`config.mk`:
```
export PLATFORM = sky130hd
export DESIGN_NAME = cpu_run_ctrl
export DESIGN_NICKNAME = d
export VERILOG_FILES = /design/src/rtl/cpu_run_ctrl.sv
export SDC_FILE = /design/constraint.sdc
export NUM_CORES = 1
export LEC_CHECK = 0
export CORE_MARGIN = 2
export CORE_UTILIZATION = 44
export DETAILED_ROUTE_END_ITERATION = 12
export PLACE_DENSITY = 0.77
export RECOVER_POWER = 50
export SLEW_MARGIN = 5
export SYNTH_ARGS = -nofsm -noshare
export SYNTH_HDL_FRONTEND = slang
export SYNTH_SLANG_ARGS = --single-unit
export TNS_END_PERCENT = 50
```
`constraint.sdc`:
```
create_clock -name clk -period 1.79 [get_ports clk]
set_input_delay 0.2685 -clock clk [delete_from_list [all_inputs] [get_ports clk]]
set_output_delay 0.2685 -clock clk [all_outputs]
set_load 0.05 [all_outputs]
```
`src/rtl/cpu_run_ctrl.sv`:
```
// cpu_run_ctrl: run/halt/step sequencer and instruction-memory loader for the CPU core.
// Define BREAKPOINT_EN to enable the single-address breakpoint (SETBP command, bp_hit status bit).

module cpu_run_ctrl #(
    parameter int ADDR_W     = 8,
    parameter int RST_CYCLES = 4
) (
    input  logic              clk,
    input  logic              rst_n,
    input  logic              cmd_valid,
    output logic              cmd_ready,
    input  logic [2:0]        cmd_op,
    input  logic [7:0]        cmd_data,
    input  logic [ADDR_W-1:0] cpu_pc,
    output logic              cpu_en,
    output logic              cpu_rst,
    output logic              imem_we,
    output logic [ADDR_W-1:0] imem_addr,
    output logic [7:0]        imem_wdata,
    output logic [7:0]        status
);

    typedef enum logic [2:0] {
        ST_HALT = 3'd0,
        ST_RUN  = 3'd1,
        ST_STEP = 3'd2,
        ST_LOAD = 3'd3,
        ST_CRST = 3'd4
    } state_e;

    localparam logic [2:0] OP_RUN   = 3'd1;
    localparam logic [2:0] OP_HALT  = 3'd2;
    localparam logic [2:0] OP_STEP  = 3'd3;
    localparam logic [2:0] OP_LOAD  = 3'd4;
    localparam logic [2:0] OP_RESET = 3'd5;

    state_e            state_q, state_d;
    logic [3:0]        crst_cnt_q, crst_cnt_d;
    logic [7:0]        ld_cnt_q, ld_cnt_d;
    logic [ADDR_W-1:0] imem_addr_q, imem_addr_d;
    logic [7:0]        imem_wdata_q, imem_wdata_d;
    logic              imem_we_q, imem_we_d;
    logic              cmd_ready_q, cpu_rst_q, load_busy_q;
    logic              accept, bp_match, bp_hit_q;

    assign accept = cmd_valid & cmd_ready_q;

`ifdef BREAKPOINT_EN
    localparam logic [2:0] OP_SETBP = 3'd6;

    logic              bp_valid_q;
    logic [ADDR_W-1:0] bp_addr_q;

    assign bp_match = bp_valid_q && (cpu_pc == bp_addr_q);

    // A hit sets bp_hit even when a HALT command lands in the same cycle; only RUN clears it.
    always_ff @(posedge clk or negedge rst_n) begin
        if (!rst_n) begin
            bp_valid_q <= 1'b0;
            bp_addr_q  <= '0;
            bp_hit_q   <= 1'b0;
        end else begin
            if (accept && state_q == ST_HALT && cmd_op == OP_SETBP) begin
                bp_valid_q <= 1'b1;
                bp_addr_q  <= cmd_data[ADDR_W-1:0];
            end
            if (state_q == ST_RUN && bp_match)
                bp_hit_q <= 1'b1;
            else if (accept && state_q == ST_HALT && cmd_op == OP_RUN)
                bp_hit_q <= 1'b0;
        end
    end
`else
    logic unused_pc;
    assign unused_pc = ^cpu_pc;
    assign bp_match  = 1'b0;
    assign bp_hit_q  = 1'b0;
`endif

    // The instruction at a breakpoint address is suppressed in the very cycle the PC reaches it.
    assign cpu_en = ((state_q == ST_RUN) && !bp_match) || (state_q == ST_STEP);

    always_comb begin
        state_d      = state_q;
        crst_cnt_d   = crst_cnt_q;
        ld_cnt_d     = ld_cnt_q;
        imem_addr_d  = imem_we_q ? imem_addr_q + ADDR_W'(1) : imem_addr_q;
        imem_wdata_d = imem_wdata_q;
        imem_we_d    = 1'b0;
        case (state_q)
            ST_HALT: begin
                if (accept) begin
                    case (cmd_op)
                        OP_RUN:  state_d = ST_RUN;
                        OP_STEP: state_d = ST_STEP;
                        OP_LOAD: begin
                            if (cmd_data != 8'd0) begin
                                state_d     = ST_LOAD;
                                ld_cnt_d    = cmd_data;
                                imem_addr_d = '0;
                            end
                        end
                        OP_RESET: begin
                            state_d    = ST_CRST;
                            crst_cnt_d = 4'(RST_CYCLES);
                        end
                        default: ;
                    endcase
                end
            end
            ST_RUN: begin
                if (accept && cmd_op == OP_RESET) begin
                    state_d    = ST_CRST;
                    crst_cnt_d = 4'(RST_CYCLES);
                end else if ((accept && cmd_op == OP_HALT) || bp_match) begin
                    state_d = ST_HALT;
                end
            end
            ST_STEP: state_d = ST_HALT;
            ST_LOAD: begin
                if (accept) begin
                    imem_we_d    = 1'b1;
                    imem_wdata_d = cmd_data;
                    ld_cnt_d     = ld_cnt_q - 8'd1;
                    if (ld_cnt_q == 8'd1)
                        state_d = ST_HALT;
                end
            end
            ST_CRST: begin
                if (crst_cnt_q <= 4'd1)
                    state_d = ST_HALT;
                else
                    crst_cnt_d = crst_cnt_q - 4'd1;
            end
            default: state_d = ST_HALT;
        endcase
    end

    always_ff @(posedge clk or negedge rst_n) begin
        if (!rst_n) begin
            state_q      <= ST_CRST;
            crst_cnt_q   <= 4'(RST_CYCLES);
            ld_cnt_q     <= 8'd0;
            imem_addr_q  <= '0;
            imem_wdata_q <= 8'd0;
            imem_we_q    <= 1'b0;
            cmd_ready_q  <= 1'b0;
            cpu_rst_q    <= 1'b1;
            load_busy_q  <= 1'b0;
        end else begin
            state_q      <= state_d;
            crst_cnt_q   <= crst_cnt_d;
            ld_cnt_q     <= ld_cnt_d;
            imem_addr_q  <= imem_addr_d;
            imem_wdata_q <= imem_wdata_d;
            imem_we_q    <= imem_we_d;
            cmd_ready_q  <= (state_d == ST_HALT) || (state_d == ST_RUN) || (state_d == ST_LOAD);
            cpu_rst_q    <= (state_d == ST_CRST);
            load_busy_q  <= (state_d == ST_LOAD);
        end
    end

    assign cmd_ready  = cmd_ready_q;
    assign cpu_rst    = cpu_rst_q;
    assign imem_we    = imem_we_q;
    assign imem_addr  = imem_addr_q;
    assign imem_wdata = imem_wdata_q;
    assign status     = {bp_hit_q, load_busy_q, 3'b000, state_q};

endmodule

```
==> results.toml, run 1 <==
[layout]
fillers = 368
drive_above_1_share_pct = 35.8
nets = 294
seq_area_um2 = 881
syn_to_final_growth_pct = 39.9
multi_input_area_um2 = 1060
n_antenna_cell = 0

[critical_path]
endpoint_kind = "register"
reg2regPathDepth = 4
cp.arrival_ps = 1950
critPathMaxFanout = 5
start_kind = "register"
path_class = "reg2reg"
startpoint = "state_q[1]"
cp_data_required_time_ps = 1970
setup.worst_path.end = "ld_cnt_q[1]"
rrSetupSlack_ps = 10
r2r-start = "state_q[1]"
rr_endpoint = "ld_cnt_q[1]"

[yosys]
synth_area_um2 = 2020
syn_inst = 190
synthTopCellsByArea = "dfrtp_1, mux2_2, dfstp_2"
ys_seq_elements = 35
synth_edf_count = 0
syn_area_per_cell_um2 = 10.6
synth_top_area_share_pct = 39.6
synth_flop_cell = "dfrtp_1"
yosysSeqAreaShare_pct = 43.5
async_flop_share_pct = 100
yosys.area.top_type = "dfrtp_1"
ys_types = 60
yosys_warnings = 0

[sta]
slew_headroom_pct = 41.6
rsz0062_at_grt = "true"
min_period_ps = 1780
fmax_ghz = 0.563
slew_violations = 0
fin_ws_ps = 15.0
whs_ps = 508
finalHoldViolCount = 0
setup-tns-final_ps = 0
skew_ps = 6.41
setup_violations = 0
tightest_slew_ps = 876
min_period_over_period_pct = 99.2

[cts]
cts_hold_buf = 0
root_buffer = "clkbuf_8"
clock_path_buffers = 2
cts_tree = "built"
cts_setup_buffers = 0
h-tree-depth = 2
clock_sinks = 35
clkSlewWorstSetupHoldPaths_ps = 70
cts_buffers = 5
clkLatencyLatePin_ps = 290

[global_route]
grt_overflow = 0
antenna_found_initial = 0
grt.total_usage_pct = 20.5
grt_pass1_vias = 1809
grt_max_degree = 36
grt_pass1_wl_um = 8220

[place]
pre_cts_slack_ps = -263
place.port_buffers = 37
place_hpwl_um = 3590
gp_congestion = 0.915

[power_and_ir_drop]
p_clk_share_pct = 12.0
p_sw_share_pct = 46.1
ir_drop_mv = 0.788
p_leak_nw = 1.24
p_seq_share_pct = 30.7
power_density_nw_per_um2 = 1670
pwr-share-comb_pct = 57.4
switching_power_mw = 2.17
p_int_mw = 2.54

[floorplan]
core_area_um2 = 4380
die_w_um = 71.8
boundaryPins = 50
die_h_um = 71.8
rows = 24
die_area_um2 = 5150
floorplan.initialDensity_pct = 46.1

[detailed_routing]
finalWirelength_um = 4720
wire_per_inst_um = 14.7
drc_errors = 0
drt_pass1_iterations = 5
num_vias = 1757
drt_first_iter_violations = 96
detail-route-antenna-nets = 0
drt-vias-per-instance = 5.49

[hold_path]
worstHoldStart = "imem_wdata[3]"
holdCritPathClass = "reg2reg"

[flow_run]
cap_violations = 0

[run_status]
outcome = "complete, no violations"
==> state kept, by name, indices dropped and copies added, names as in the netlist <==
signal       cells
cmd_ready        1
state_q          3
cpu_rst          1
ld_cnt_q         8
imem_wdata       8
crst_cnt_q       4
imem_we          1
load_busy_q      1
imem_addr        8
==> cells in the final DEF (no fill, tap or decap), drive strengths merged, types with 4 or more instances in the layout <==
cell / netlist / final
nor4: 4 / 4
o21ai: 9 / 9
clkdlybuf4s50: 0 / 20
nor2: 17 / 17
xnor2: 5 / 5
dfrtp: 32 / 32
nand2: 10 / 10
o211ai: 4 / 4
a21oi: 5 / 5
conb: 1 / 4
nand3b: 4 / 4
ha: 5 / 5
mux2: 9 / 9
a211oi: 4 / 4
inv: 10 / 10
buf: 8 / 56
nand4: 4 / 4
clkbuf: 2 / 7
or3: 4 / 4
==> repair_timing <==
item                       in CTS  in global routing
cloned                          0                  0
pin swaps                       0                  1
setup endpoints to repair       1                  8
resized for setup               1                  4
==> layout make-up <==
| class | count | area share, % |
|---|---|---|
| Tap cell | 52 | 2.30 |
| Sequential cell | 35 | 31.1 |
| Clock inverter | 2 | 0.442 |
| Inverter | 10 | 1.33 |
| Clock buffer | 6 | 2.57 |
| Multi-Input combinational cell | 137 | 37.5 |
| Timing Repair Buffer | 78 | 24.7 |
==> power by group through the flow <==
stage | Sequential (mW) | Combinational, mW | Clock, mW
6_report | 1.45 | 2.70 | 0.564
5_1_grt | 1.50 | 2.89 | 0.618
4_1_cts | 1.45 | 2.70 | 0.582
3_5_place_dp | 1.45 | 2.68 | 0
3_3_place_gp | 1.44 | 2.64 | 0
2_1_floorplan | 2.12 | 0.981 | 0
==> logic make-up (layout without fill, tap and decap cells) <==
group                      count (synthesis)  after routing  share of synthesized area (%)
AOI/OAI and AO/OA                         46             46                           18.1
xor gates and xnor gates                   8              8                           3.47
adders and majority gates                  5              5                           3.09
buffers and inverters                     21             96                           5.82
DFF                                       35             35                           43.5
muxes                                     12             12                           6.68
other                                      1              4                          0.185
and+or+nand+nor                           62             62                           19.2
==> through the flow <==
step / power [mW] / util (%) / area [um2] / std cells
after floorplan: 3.10 / - / 2040 / 193
after global placement: 4.08 / 62.4 / 2740 / 312
after detailed placement: 4.13 / 62.4 / 2740 / 312
after CTS: 4.73 / 64.5 / 2830 / 320
after global routing: 5.01 / 64.5 / 2830 / 320
final: 4.72 / 64.5 / 2830 / 320
==> cell usage after synthesis, drive strengths merged, types with 2 or more instances <==
| cell | instances |
|---|---|
| or4 | 2 |
| clkbuf | 2 |
| buf | 8 |
| nand3b | 4 |
| o41ai | 2 |
| and3b | 2 |
| nand2 | 10 |
| dfstp | 3 |
| o221ai | 2 |
| nand3 | 2 |
| dfrtp | 32 |
| nor2 | 17 |
| a22oi | 2 |
| or4b | 2 |
| o21ai | 9 |
| o21bai | 2 |
| a21oi | 5 |
| a211oi | 4 |
| or3 | 4 |
| mux2i | 3 |
| nand2b | 3 |
| inv | 10 |
| xnor2 | 5 |
| ha | 5 |
| mux2 | 9 |
| o211ai | 4 |
| xor2 | 3 |
| nor4 | 4 |
| nor3 | 3 |
| o2bb2ai | 2 |
| a31oi | 2 |
| nand4 | 4 |
| a2bb2oi | 3 |
==> metal layers <==
layer / up-vias / routed length (um) / global-route usage [%] / part of all wire [%]
met5: - / 0 / 0 / 0
met4: 0 / 76 / 7.55 / 1.6
met3: 8 / 271 / 4.36 / 5.7
met2: 58 / 2220 / 32.6 / 47
met1: 843 / 2150 / 27.5 / 46
li1: 848 / - / - / -
==> critical path: stages, from the launching register on <==
cell and delay, ps:
dfrtp_1 410, or2_4 290, a2111o_1 420, a21oi_4 230
mux2_4 320
==> worst min path at each step <==
| stage | slack (ps) | end | depth (start not counted) |
|---|---|---|---|
| after floorplan | -30 | cmd_ready | 0 |
| after detailed placement | 500 | imem_wdata[0] | 1 |
| after CTS | 350 | crst_cnt_q[0] | 2 |
| final | 510 | imem_wdata[3] | 1 |
| after global routing | 540 | imem_wdata[4] | 1 |
| after global placement | 500 | imem_wdata[0] | 1 |
Power figures use the tool's default switching activity.
==> inputs of run 2 (changes only) <==
--- a/config.mk
+++ b/config.mk
@@ -5,10 +5,11 @@
 export SDC_FILE = /design/constraint.sdc
 export NUM_CORES = 1
 export LEC_CHECK = 0
-export CORE_MARGIN = 2
+export ABC_AREA = 1
 export CORE_UTILIZATION = 44
 export DETAILED_ROUTE_END_ITERATION = 12
-export PLACE_DENSITY = 0.77
+export GPL_ROUTABILITY_DRIVEN = 1
+export PLACE_DENSITY = 0.78
 export RECOVER_POWER = 50
 export SLEW_MARGIN = 5
 export SYNTH_ARGS = -nofsm -noshare
==> run 2 against run 1 <==
Against the previous run: wire length down 14%; sequential share of layout area up 3.6 points; critical path depth decreased by 3; worst hold slack worse by 31 ps; die area is 6.5% lower; register-to-register slack gained 230 ps; final cell count increased by 12%; first-iteration DRC count grew 13%; clock-buffer cell count is 1 lower; critical endpoint is now imem_wdata[4]; largest cell class unchanged; largest power group unchanged.
==> results.toml, run 2 <==
[place]
place_hpwl_um = 2950
gp_congestion = 0.841
postPlaceCellArea_um2 = 2440
place.port_buffers = 37
dp.cells = 351
pre_cts_slack_ps = 10.2

[layout]
n_antenna_cell = 0
final_area_um2 = 2530
nets = 333
drive_above_1_share_pct = 17.3
final_cell_mix = "nand2_1, inv_1, dfrtp_1, nor2_1, clkdlybuf4s50_1"
final_common_cell = "nand2_1"
final_cell_count_no_fill = 359
fillers = 389
syn_to_final_growth_pct = 26.7

[cts]
cts_tree = "built"
clock_path_buffers = 2
cts_setup_buffers = 0
cts_hold_buf = 0
clock_sinks = 35
h-tree-depth = 2
cts_buffers = 5
clkSlewWorstSetupHoldPaths_ps = 70
clkLatencyLatePin_ps = 290
root_buffer = "clkbuf_8"

[power_and_ir_drop]
power_density_nw_per_um2 = 1450
ir_drop_mv = 0.795
p_leak_nw = 1.29

[detailed_routing]
finalWirelength_um = 4050
detail-route-antenna-nets = 0
drt-vias-per-instance = 4.77
drt_pass1_iterations = 4
num_vias = 1711
wire_per_inst_um = 11.3
drt_first_iter_violations = 108
drc_errors = 0

[floorplan]
die_h_um = 69.4
core_area_um2 = 4350
die_w_um = 69.4
boundaryPins = 50
floorplan.initialDensity_pct = 45.9
rows = 24
die_area_um2 = 4820

[yosys]
yosysMostFrequentCell = "nand2_1"
yosys_warnings = 0
ys_types = 33
synth_top_area_share_pct = 40.1
yosys-top-cells-count = "nand2_1, dfrtp_1, inv_1, nor2_1, nand3_1"
syn_area_per_cell_um2 = 7.75
synth_flop_cell = "dfrtp_1"
async_flop_share_pct = 100
synth_area_um2 = 2000
syn_inst = 258
synth_edf_count = 0
yosys.area.top_type = "dfrtp_1"
synthTopCellsByArea = "dfrtp_1, nand2_1, inv_1"
ys_seq_elements = 35
yosysSeqAreaShare_pct = 44.0

[critical_path]
critPathMaxFanout = 2
max_stage_delay_ps = 810
start_kind = "register"
cp_cell_sequence = "clkdlybuf4s50_1"
slowest_stage = "clkdlybuf4s50_1"
cp_top_family = "buffers and inverters"
rr_endpoint = "crst_cnt_q[2]"
critPathBufInv = 1
cp_data_required_time_ps = 1520
cp.arrival_ps = 1460
path_class = "reg2out"
rrSetupSlack_ps = 240
endpoint_kind = "primary output"
r2r-start = "crst_cnt_q[0]"
reg2regPathDepth = 11

[hold_path]
worstHoldStart = "imem_wdata[6]"
holdCritPathClass = "reg2reg"
hold_path_depth = 2
whs_endpoint = "imem_wdata[6]"

[sta]
min_period_over_period_pct = 96.8
finalHoldViolCount = 0
rsz0062_at_grt = "false"
setup_violations = 0
fin_ws_ps = 57.9
min_period_ps = 1730
slew_headroom_pct = 43.2
slew_violations = 0
whs_ps = 477
fmax_ghz = 0.577
skew_ps = 2.46
setup-tns-final_ps = 0
tightest_slew_ps = 852

[global_route]
grt_max_degree = 36
grt_pass1_wl_um = 7210
grt_most_used_layer = "met2"
antenna_found_initial = 0
grt_overflow = 0
grt.total_usage_pct = 18.8
use_met3_pct = 3.05
grt_use_met2_pct = 31.5
gr-usage-met1_pct = 23.9
grt_pass1_vias = 1626

[run_status]
outcome = "complete, no violations"

[flow_run]
cap_violations = 0
[run 2: where the power goes]
group	switching (mW)	total, mW	internal, mW
Combinational	1.07	1.58	0.512
Sequential	0.198	1.24	1.04
Clock	0.300	0.855	0.555
[run 2: per-stage QoR]
step	total power, mW	utilization (%)
floorplan	2.41	-
global placement	2.83	56.0
detailed placement	2.87	56.0
CTS	3.75	59.2
global route	3.92	58.2
finish	3.67	58.2
[run 2: cells by family (layout without fill, tap and decap cells)]
| kind of cell | after synthesis | after routing | synth area share (%) |
|---|---|---|---|
| adder cells (fa/ha/maj) | 5 | 5 | 3.13 |
| buffers and inverters | 49 | 95 | 11.3 |
| XOR/XNOR | 3 | 3 | 1.31 |
| AO/OA/AOI/OAI | 41 | 41 | 12.9 |
| AND/OR/NAND/NOR | 124 | 124 | 27.2 |
| other | 1 | 4 | 0.188 |
| flip-flops | 35 | 35 | 44.0 |
[run 2: how the worst max path moves through the flow]
stage / from / endpoint / slack, ps / cells past startpoint
final: imem_wdata[4] / imem_wdata[4] / 60 / 1
after global routing: imem_wdata[3] / imem_wdata[3] / 20 / 1
after CTS: imem_addr[0] / imem_addr[0] / 20 / 1
after detailed placement: cmd_op[1] / ld_cnt_q[7] / 10 / 10
after global placement: cmd_op[1] / ld_cnt_q[7] / 50 / 10
after floorplan: state_q[1] / cpu_en / 160 / 4
[run 2: what timing repair did]
item / 4_1_cts / 5_1_grt
hold endpoints to repair: 0 / 0
setup endpoints to repair: 0 / 3
resized for setup: 0 / 3
[run 2: layout make-up]
type	instances	area [um2]	share of cell area, %
Sequential cell	35	880	34.7
Tap cell	52	65.1	2.57
Timing Repair Buffer	46	388	15.3
Inverter	41	156	6.17
Clock inverter	3	67.6	2.67
Multi-Input combinational cell	177	908	35.9
Clock buffer	5	68.8	2.72
[run 2: worst register-to-register path, cell delays in order, from the launching register on]
cell	delay [ps]
dfrtp_1	390
inv_1	80
ha_1	210
o21ai_1	150
nand2_1	100
nand2_1	80
nand2_1	110
inv_2	120
nand2_1	80
nor2_1	90
nor2_1	40
nand2_1	60
[run 2: routing by layer]
| metal | up-vias | wire length, um |
|---|---|---|
| met3 | 7 | 152 |
| met4 | 0 | 63 |
| met2 | 32 | 1960 |
| met1 | 768 | 1880 |
| met5 | - | 0 |
| li1 | 904 | - |
